===== config.mk =====
export PLATFORM = sky130hd
export DESIGN_NAME = sd_adc_array
export DESIGN_NICKNAME = d
export VERILOG_FILES = /design/src/rtl/sd_adc_pkg.sv /design/src/rtl/sd_cic_channel.sv /design/src/rtl/sd_adc_array.sv
export SDC_FILE = /design/constraint.sdc
export NUM_CORES = 2
export LEC_CHECK = 0
export CAP_MARGIN = 5
export CORE_MARGIN = 10
export CORE_UTILIZATION = 24
export DETAILED_ROUTE_END_ITERATION = 6
export PLACE_DENSITY_LB_ADDON = 0.05
export SYNTH_ARGS = -nofsm -noshare
export SYNTH_HDL_FRONTEND = slang
export SYNTH_SLANG_ARGS = --single-unit
export TNS_END_PERCENT = 10

===== constraint.sdc =====
create_clock -name clk -period 16.8 [get_ports clk]
set_clock_uncertainty 0.15 [all_clocks]
set_input_delay 3.36 -clock clk [delete_from_list [all_inputs] [get_ports clk]]
set_output_delay 3.36 -clock clk [all_outputs]
set_load 0.02 [all_outputs]

===== src/rtl/sd_adc_pkg.sv =====
// sd_adc_pkg: shared constants, stream FSM states and sizing/clamp helpers for sd_adc_array
package sd_adc_pkg;
  localparam int OSR_MIN = 4;
  typedef enum logic {IDLE, DRAIN} state_t;
  function automatic int cic_w(input int order, input int osr_max);
    return order * $clog2(osr_max) + 1;
  endfunction
  function automatic int clamp_osr(input int v, input int osr_max);
    return v < OSR_MIN ? OSR_MIN : (v > osr_max ? osr_max : v);
  endfunction
endpackage


===== src/rtl/sd_cic_channel.sv =====
// sd_cic_channel: one sigma-delta channel (clk, rst, tick, boundary, stg comb enables, comp in, dac out, scaled data out)
module sd_cic_channel
  import sd_adc_pkg::*;
#(
  parameter int CIC_ORDER = 3,
  parameter int OSR_MAX   = 256,
  parameter int OUT_W     = 16
) (
  input  logic                 clk,
  input  logic                 rst,
  input  logic                 tick,
  input  logic                 boundary,
  input  logic [CIC_ORDER-1:0] stg,
  input  logic                 comp,
  output logic                 dac,
  output logic [OUT_W-1:0]     data
);
  localparam int CIC_W = cic_w(CIC_ORDER, OSR_MAX);
  localparam int SH    = CIC_W > OUT_W ? CIC_W - OUT_W : 0;
  logic [CIC_W-1:0] integ [CIC_ORDER];
  logic [CIC_W-1:0] c     [CIC_ORDER+1];
  logic [CIC_W-1:0] d     [CIC_ORDER];
  always_ff @(posedge clk)
    if (rst) begin
      dac <= 1'b0;
      for (int k = 0; k < CIC_ORDER; k++) begin
        integ[k] <= '0;
        d[k]     <= '0;
      end
      for (int k = 0; k <= CIC_ORDER; k++) c[k] <= '0;
    end else begin
      if (tick) begin
        dac      <= comp;
        integ[0] <= integ[0] + CIC_W'(dac);
        for (int k = 1; k < CIC_ORDER; k++) integ[k] <= integ[k] + integ[k-1];
      end
      if (boundary) c[0] <= integ[CIC_ORDER-1];
      for (int k = 0; k < CIC_ORDER; k++)
        if (stg[k]) begin
          c[k+1] <= c[k] - d[k];
          d[k]   <= c[k];
        end
    end
  assign data = OUT_W'(c[CIC_ORDER] >> SH);
endmodule


===== src/rtl/sd_adc_array.sv =====
// sd_adc_array: N_CH sigma-delta ADC front end (clk, rst, enable, osr_cfg, comp_in/dac_out, m_* sample stream, frame/overrun counters)
module sd_adc_array
  import sd_adc_pkg::*;
#(
  parameter int N_CH      = 4,
  parameter int TICK_DIV  = 50,
  parameter int OSR_MAX   = 256,
  parameter int CIC_ORDER = 3,
  parameter int OUT_W     = 16
) (
  input  logic                                clk,
  input  logic                                rst,
  input  logic                                enable,
  input  logic [$clog2(OSR_MAX+1)-1:0]        osr_cfg,
  input  logic [N_CH-1:0]                     comp_in,
  output logic [N_CH-1:0]                     dac_out,
  output logic                                m_valid,
  input  logic                                m_ready,
  output logic [OUT_W-1:0]                    m_data,
  output logic [(N_CH>1?$clog2(N_CH):1)-1:0]  m_chan,
  output logic                                m_last,
  output logic                                m_unsettled,
  output logic [15:0]                         frame_cnt,
  output logic                                overrun,
  output logic [7:0]                          overrun_cnt,
  input  logic                                clr_overrun
);
  localparam int OSR_W = $clog2(OSR_MAX+1);
  localparam int CH_W  = N_CH > 1 ? $clog2(N_CH) : 1;
  localparam int DIV_W = TICK_DIV > 1 ? $clog2(TICK_DIV) : 1;
  localparam int UW    = $clog2(CIC_ORDER+1);
  state_t               state, nxt;
  logic [DIV_W-1:0]     div;
  logic [OSR_W-1:0]     dec, osr_active, osr_new;
  logic [UW-1:0]        uns_cnt;
  logic [CIC_ORDER:0]   pipe;
  logic [CH_W-1:0]      rd_ptr;
  logic [OUT_W-1:0]     frame   [N_CH];
  logic [OUT_W-1:0]     ch_data [N_CH];
  logic                 tick, boundary, commit, xfer, last_xfer, load, drop;
  assign tick      = enable && div == DIV_W'(TICK_DIV-1);
  assign boundary  = tick && dec == osr_active - 1'b1;
  assign osr_new   = OSR_W'(clamp_osr(int'(osr_cfg), OSR_MAX));
  assign commit    = pipe[CIC_ORDER];
  assign xfer      = m_valid && m_ready;
  assign last_xfer = xfer && rd_ptr == CH_W'(N_CH-1);
  assign load      = commit && (state == IDLE || last_xfer);
  assign drop      = commit && !load;
  assign m_valid   = state == DRAIN;
  assign m_data    = frame[rd_ptr];
  assign m_chan    = rd_ptr;
  assign m_last    = m_valid && rd_ptr == CH_W'(N_CH-1);
  always_ff @(posedge clk) state <= rst ? IDLE : nxt;
  always_comb nxt = load ? DRAIN : last_xfer ? IDLE : state;
  always_ff @(posedge clk)
    if (rst) begin
      div         <= '0;
      dec         <= '0;
      osr_active  <= OSR_W'(OSR_MAX);
      uns_cnt     <= UW'(CIC_ORDER);
      pipe        <= '0;
      rd_ptr      <= '0;
      frame_cnt   <= '0;
      overrun     <= 1'b0;
      overrun_cnt <= '0;
      m_unsettled <= 1'b0;
      for (int i = 0; i < N_CH; i++) frame[i] <= '0;
    end else begin
      if (enable) div <= tick ? '0 : div + 1'b1;
      if (tick) dec <= boundary ? '0 : dec + 1'b1;
      pipe <= {pipe[CIC_ORDER-1:0], boundary};
      if (boundary) osr_active <= osr_new;
      if (boundary && osr_new != osr_active) uns_cnt <= UW'(CIC_ORDER);
      else if (commit && uns_cnt != '0) uns_cnt <= uns_cnt - 1'b1;
      if (load) begin
        for (int i = 0; i < N_CH; i++) frame[i] <= ch_data[i];
        m_unsettled <= uns_cnt != '0;
        frame_cnt   <= frame_cnt + 1'b1;
      end
      rd_ptr <= load ? '0 : xfer ? rd_ptr + 1'b1 : rd_ptr;
      if (drop) begin
        overrun     <= 1'b1;
        overrun_cnt <= clr_overrun ? 8'd1 : overrun_cnt + 8'(overrun_cnt != 8'hFF);
      end else if (clr_overrun) begin
        overrun     <= 1'b0;
        overrun_cnt <= '0;
      end
    end
  for (genvar i = 0; i < N_CH; i++) begin : g_ch
    sd_cic_channel #(.CIC_ORDER(CIC_ORDER), .OSR_MAX(OSR_MAX), .OUT_W(OUT_W)) u_ch (
      .clk      (clk),
      .rst      (rst),
      .tick     (tick),
      .boundary (boundary),
      .stg      (pipe[CIC_ORDER-1:0]),
      .comp     (comp_in[i]),
      .dac      (dac_out[i]),
      .data     (ch_data[i])
    );
  end
endmodule


== After elaboration in Yosys (flattened, before gate mapping) ==
Memory sizes are Yosys's and may differ from the RTL's. A register that Yosys moved wholly into a read port is not among the register bits.
Index checks and enable logic that the tools add are counted.

* Bits in writable memories: 1064
* Input port bits: 18
* Register bits: 63
* Output and inout port bits: 50
* Word-level logic and storage cells: 204
* Memories: 13

* $lt $le $gt $ge: 2
* Reduce and logical (&&, ||, !) cells: 16
* Mux-type cells: 77
* Bitwise logic cells: 45
* Equal/unequal tests: 5
* Add/subtract/negate cells: 31

{| class="wikitable"
|+ Memories
! memory !! depth !! width !! read ports !! clocked after Yosys merged registers in !! wr ports !! RTL line !! text
|-
| g_ch[0].u_ch.c || 4 || 25 || 4 || 0 || 4 || sd_cic_channel.sv:21 || <nowiki>logic [CIC_W-1:0] c [CIC_ORDER+1];</nowiki>
|-
| g_ch[1].u_ch.c || 4 || 25 || 4 || 0 || 4 || sd_cic_channel.sv:21 ||
|-
| g_ch[2].u_ch.c || 4 || 25 || 4 || 0 || 4 || sd_cic_channel.sv:21 ||
|-
| g_ch[3].u_ch.c || 4 || 25 || 4 || 0 || 4 || sd_cic_channel.sv:21 ||
|-
| g_ch[0].u_ch.d || 3 || 25 || 3 || 0 || 3 || sd_cic_channel.sv:22 || <nowiki>logic [CIC_W-1:0] d [CIC_ORDER];</nowiki>
|-
| g_ch[0].u_ch.integ || 3 || 25 || 3 || 0 || 3 || sd_cic_channel.sv:20 || <nowiki>logic [CIC_W-1:0] integ [CIC_ORDER];</nowiki>
|-
| 7 more memories || - || - || - || - || - || - ||
|}

{| class="wikitable"
|+ Operator list
! cell !! number
|-
| 25-bit two-way mux || 40
|-
| 25-bit subtractor || 12
|-
| 25-bit adder || 8
|-
| 25-bit by 1-bit adder with 25-bit output || 4
|-
| 16-bit two-way mux || 4
|-
| 1-bit OR || 44
|-
| 9-bit two-way mux || 3
|-
| 1-bit two-way mux || 24
|-
| 8-bit two-way mux || 3
|-
| 16-bit by 1-bit adder with 16-bit output (second input constant) || 1
|-
| 9-bit by 1-bit adder with 9-bit output (second input constant) || 1
|-
| 9-bit equality test || 1
|-
| 9-bit greater-than comparator (second input constant) || 1
|-
| 1-bit logical AND || 9
|-
| 9-bit by 3-bit less-than comparator with 1-bit output (second input constant) || 1
|-
| 9-bit inequality test || 1
|-
| 9-bit by 1-bit subtractor with 9-bit output (second input constant) || 1
|-
| 8-bit by 1-bit adder with 8-bit output || 1
|-
| 8-bit inequality test (second input constant) || 1
|-
| 6-bit by 1-bit adder with 6-bit output (second input constant) || 1
|-
| 6-bit equality test (second input constant) || 1
|-
| 6-bit two-way mux || 1
|-
| 2-bit nonzero test || 3
|-
| 2-bit two-way mux || 2
|-
| other kinds (7) || 8
|}

== Longest topological paths before layout ==
* Word-level depth: 8
* Gate-level depth with buffers: 14
* Mapped depth without buffers: 12

== Hierarchy ==
From an unflattened synthesis, not the netlist that was laid out.

* Cells, all modules: 6401
* Area, all modules: 66675.2 um^2

{| class="wikitable"
|+ Modules (own cells, without submodules)
! module !! cells an instance !! seq. area each (um^2) !! instances !! area each (um^2)
|-
| sd_cic_channel at g_ch[0].u_ch ... || 1470 || 7257.0 || 2 || 15190.8
|-
| sd_cic_channel at g_ch[3].u_ch || 1533 || 7257.0 || 1 || 15581.2
|-
| sd_cic_channel at g_ch[2].u_ch || 1409 || 7257.0 || 1 || 14949.3
|-
| sd_adc_array || 519 || 3143.0 || 1 || 5763.0
|}

== Worst setup path before layout ==
Ideal clock, no wire load.

* Path kind: input -> register
* From: input enable
* To: memory g_ch[0].u_ch.integ[0][0] (netlist name), enable pin
* Arrival time: 12.454 ns
* Stages on the path: 5
* Data required time: 15.871 ns
* Path slack: 3.416 ns
* Library setup time: 0.779 ns
* Buffers on the path: 2
* Cells stage by stage: clkbuf_1 -> nand2_1 -> nor4_2 -> or2_2 -> clkbuf_1

{| class="wikitable"
|+ RTL lines
! what !! RTL line !! text
|-
| from (decl) || sd_adc_array.sv:13 || <nowiki>input logic enable,</nowiki>
|-
| to (decl) || sd_cic_channel.sv:20 ||
|}

==> metrics.txt <==
portion of total power attributed to the clock network=43.7%; Max Clk Rate=0.146 GHz; vias in the first global route=41900; path type of the worst min-delay path=flop to flop; Arrival @ worst endpoint=7.09 ns; kind of critical path=primary input to flop; number of enable flip-flop cells after synthesis=1028; Req. time, crit path=17.05 ns; die height=536 microns; area grow syn2layout=15.2%; unique cell type count in the Yosys netlist=85; quantity of I/O buffers inserted on ports=67; Net Count, Synth=6503; setup repair after global routing missed its margin=no; top-level I/O count=68; fin crit period=6.83 ns; Async S/R FF share, synth=0%; fraction of final layout cells sized beyond drive strength 1=5.15%; #FFs+latches synth=1093; status=completed; overall power after layout=7.36 mW; Worst-Margin Slew=1.11 ns; combinational share of power=12.9%; maximum VDD drop=0.0869 mV; area of the die=0.288 sq mm; cts repair resizes=0; clock tree root buffer cell=sky130_fd_sc_hd__clkbuf_16; global routing usage summed across all routing layers=10.7%; kind of launch point of the worst setup path=primary input; number of setup buffers added after CTS=0; commonest cells after routing, fill and taps aside=1028 x sky130_fd_sc_hd__edfxtp_1, 671 x sky130_fd_sc_hd__nor2_1, 528 x sky130_fd_sc_hd__and2_1; starting density of the core=24.1%; cell types occupying the most area after synthesis=sky130_fd_sc_hd__edfxtp_1 48%, sky130_fd_sc_hd__ha_1 9.6%, sky130_fd_sc_hd__and2_1 5.2%; net count of the finished layout=6582; share of synthesized area occupied by flip-flops and latches=50.3%; Detailed Routing Iterations Pass 1=4; largest net degree at the start of global routing=193; number of hold-repair buffers added at the cts stage=0; total clock buffers created by CTS=147; power per unit of standard cell area=99.8 mW/mm^2; Site Rows=189; clock insertion delay at the later pin of the skew report=0.79 ns; routed wire length per instance=15.9 microns; clock-pin transition on the worst setup and hold timing paths=0.05 ns; minimum setup slack after placement=9.11 ns; maximum fanout count along the critical path=131; number of vias after detailed routing=41300; Worst Setup Slack, final=9.97 ns; global-route congestion overflow total=0; HPWL after detailed placement=110000 microns; clock tree from TritonCTS=yes; Critical Path End Type=flop; number of pins with negative max-slew slack in the final report=0; final-report setup violation count=0; Netlist Area Pre-Place=0.0640 sq mm; sequential share of power=43.5%; number of maximum-capacitance constraint violations=0; DRC marker count from the first detailed-route iteration=1989; maximum count of clock buffers along a single path=3; Residual DRC=0; average via count per standard cell=4.25; switching power=1.91 mW; number of instances in the placed design=9439; Yosys warning count=0; commonest non-fill, non-tap cell in the layout=sky130_fd_sc_hd__edfxtp_1; Final Hold Fails=0; average instance area after synthesis=10.7 sq um; biggest area consumer among synthesized cells=sky130_fd_sc_hd__edfxtp_1; x dimension of the die=536 microns; leakage power=28.4 nW; CTS Sinks=1093; sw frac=26.0%; routability congestion estimate=0.749; post-route core utilization=27.8%; total negative setup slack=0 ns; share of the synthesized area in the top cell type=48.3%; Core Region=0.265 sq mm; final wirelength=155000 microns; Main synth FF type=sky130_fd_sc_hd__edfxtp_1; design internal power=5.45 mW; number of standard cells after synthesis=5976; H-tree Lvls=4; Rel. slew slack=25.8%; initial antenna violation count=7; antenna-violating nets left=0; Tcrit/Tclk final=40.7%; wire length of the first global-routing pass=249000 microns; post-route non-filler standard cell count=9711
## final timing paths
kind	from	to	slack [ns]	depth (start not counted)
setup / recovery	enable	g_ch[1].u_ch.integ[0][13]$_SDFFCE_PN0P_	9.97	7
hold / removal	uns_cnt[1]$_SDFFE_PP1P_	uns_cnt[1]$_SDFFE_PP1P_	0.32	1
setup reg to reg	osr_active[0]$_SDFFE_PP0N_	g_ch[1].u_ch.c[0][22]$_SDFFCE_PN0P_	12.43	10
hold reg to reg	uns_cnt[1]$_SDFFE_PP1P_	uns_cnt[1]$_SDFFE_PP1P_	0.32	1
## per-layer routing
metal / global-route usage [%] / share of wire [%] / vias up
met5: 0 / 0.017 / -
met4: 2.80 / 2.0 / 4
met1: 16.7 / 56 / 19000
met3: 1.81 / 3.0 / 185
met2: 15.0 / 39 / 366
li1: - / - / 21700
## cell usage after synthesis, types with 17 or more instances
master / n
sky130_fd_sc_hd__o211ai_1: 26
sky130_fd_sc_hd__nand2b_1: 69
sky130_fd_sc_hd__a31oi_1: 55
sky130_fd_sc_hd__nand4_1: 58
sky130_fd_sc_hd__o21a_1: 63
sky130_fd_sc_hd__o21bai_1: 57
sky130_fd_sc_hd__or3_1: 30
sky130_fd_sc_hd__mux2i_1: 17
sky130_fd_sc_hd__a21o_1: 205
sky130_fd_sc_hd__nor3_1: 162
sky130_fd_sc_hd__nand3_1: 142
sky130_fd_sc_hd__a21oi_1: 328
sky130_fd_sc_hd__edfxtp_1: 1028
sky130_fd_sc_hd__inv_1: 395
sky130_fd_sc_hd__nor2b_1: 56
sky130_fd_sc_hd__o21ai_0: 207
sky130_fd_sc_hd__nor3b_1: 24
sky130_fd_sc_hd__or2_2: 23
sky130_fd_sc_hd__dfxtp_1: 65
sky130_fd_sc_hd__and2_1: 528
sky130_fd_sc_hd__a211oi_1: 43
sky130_fd_sc_hd__clkbuf_1: 151
sky130_fd_sc_hd__xnor2_1: 241
sky130_fd_sc_hd__and3_1: 77
sky130_fd_sc_hd__nor2_1: 673
sky130_fd_sc_hd__xor2_1: 226
sky130_fd_sc_hd__o31ai_1: 20
sky130_fd_sc_hd__ha_1: 493
sky130_fd_sc_hd__nand2_1: 229
## area by class of cell
class,instances,area (sq um)
Fill cell,27800,192000
Sequential cell,1093,32200
Multi-Input combinational cell,4322,29800
Tap cell,3533,4420
Clock buffer,191,4050
Inverter,395,1480
Timing Repair Buffer,96,923
Clock inverter,80,865
Antenna cell,1,2.50
## through the flow
stage | hold WS, ns | area, sq um
final | 0.316 | 73700
after floorplan | 0.285 | 64000
after global routing | 0.343 | 73700
after CTS | 0.318 | 73700
after detailed placement | 0.305 | 68800
after global placement | 0.305 | 68800
## power by group through the flow
stage / clock [mW] / combinational, mW / sequential [mW]
floorplan: 0 / 0.741 / 3.22
CTS: 3.38 / 0.963 / 3.20
detailed placement: 0 / 0.956 / 3.26
global placement: 0 / 0.973 / 3.26
global route: 3.48 / 1.08 / 3.22
finish: 3.21 / 0.946 / 3.20
## critical path: stages
cell	delay [ns]
sky130_fd_sc_hd__clkdlybuf4s50_1	0.61
sky130_fd_sc_hd__nand2_1	0.13
sky130_fd_sc_hd__nor4_4	0.28
sky130_fd_sc_hd__buf_4	0.37
sky130_fd_sc_hd__or2_4	0.63
sky130_fd_sc_hd__buf_12	0.52
sky130_fd_sc_hd__buf_4	0.80
## cell families after synthesis
| logic type | after synthesis | synth area share [%] |
|---|---|---|
| adders and majority gates | 509 | 10.1 |
| xor gates and xnor gates | 467 | 6.39 |
| DFF | 1093 | 50.3 |
| AOI/OAI and AO/OA | 1179 | 12.1 |
| muxes | 34 | 0.847 |
| and+or+nand+nor | 2133 | 17.0 |
| buffers and inverters | 561 | 3.32 |
## flip-flops by register name, indices dropped and copies added, names as in the netlist, 2 cells and up, named ones only
signal,cells
dec,9
div,6
frame,64
frame_cnt,16
g_ch.u_ch.c,364
g_ch.u_ch.d,300
g_ch.u_ch.dac,4
g_ch.u_ch.integ,300
m_chan,2
osr_active,9
overrun_cnt,8
pipe,4
uns_cnt,2
Note: power is estimated with default switching activity, not from simulation.
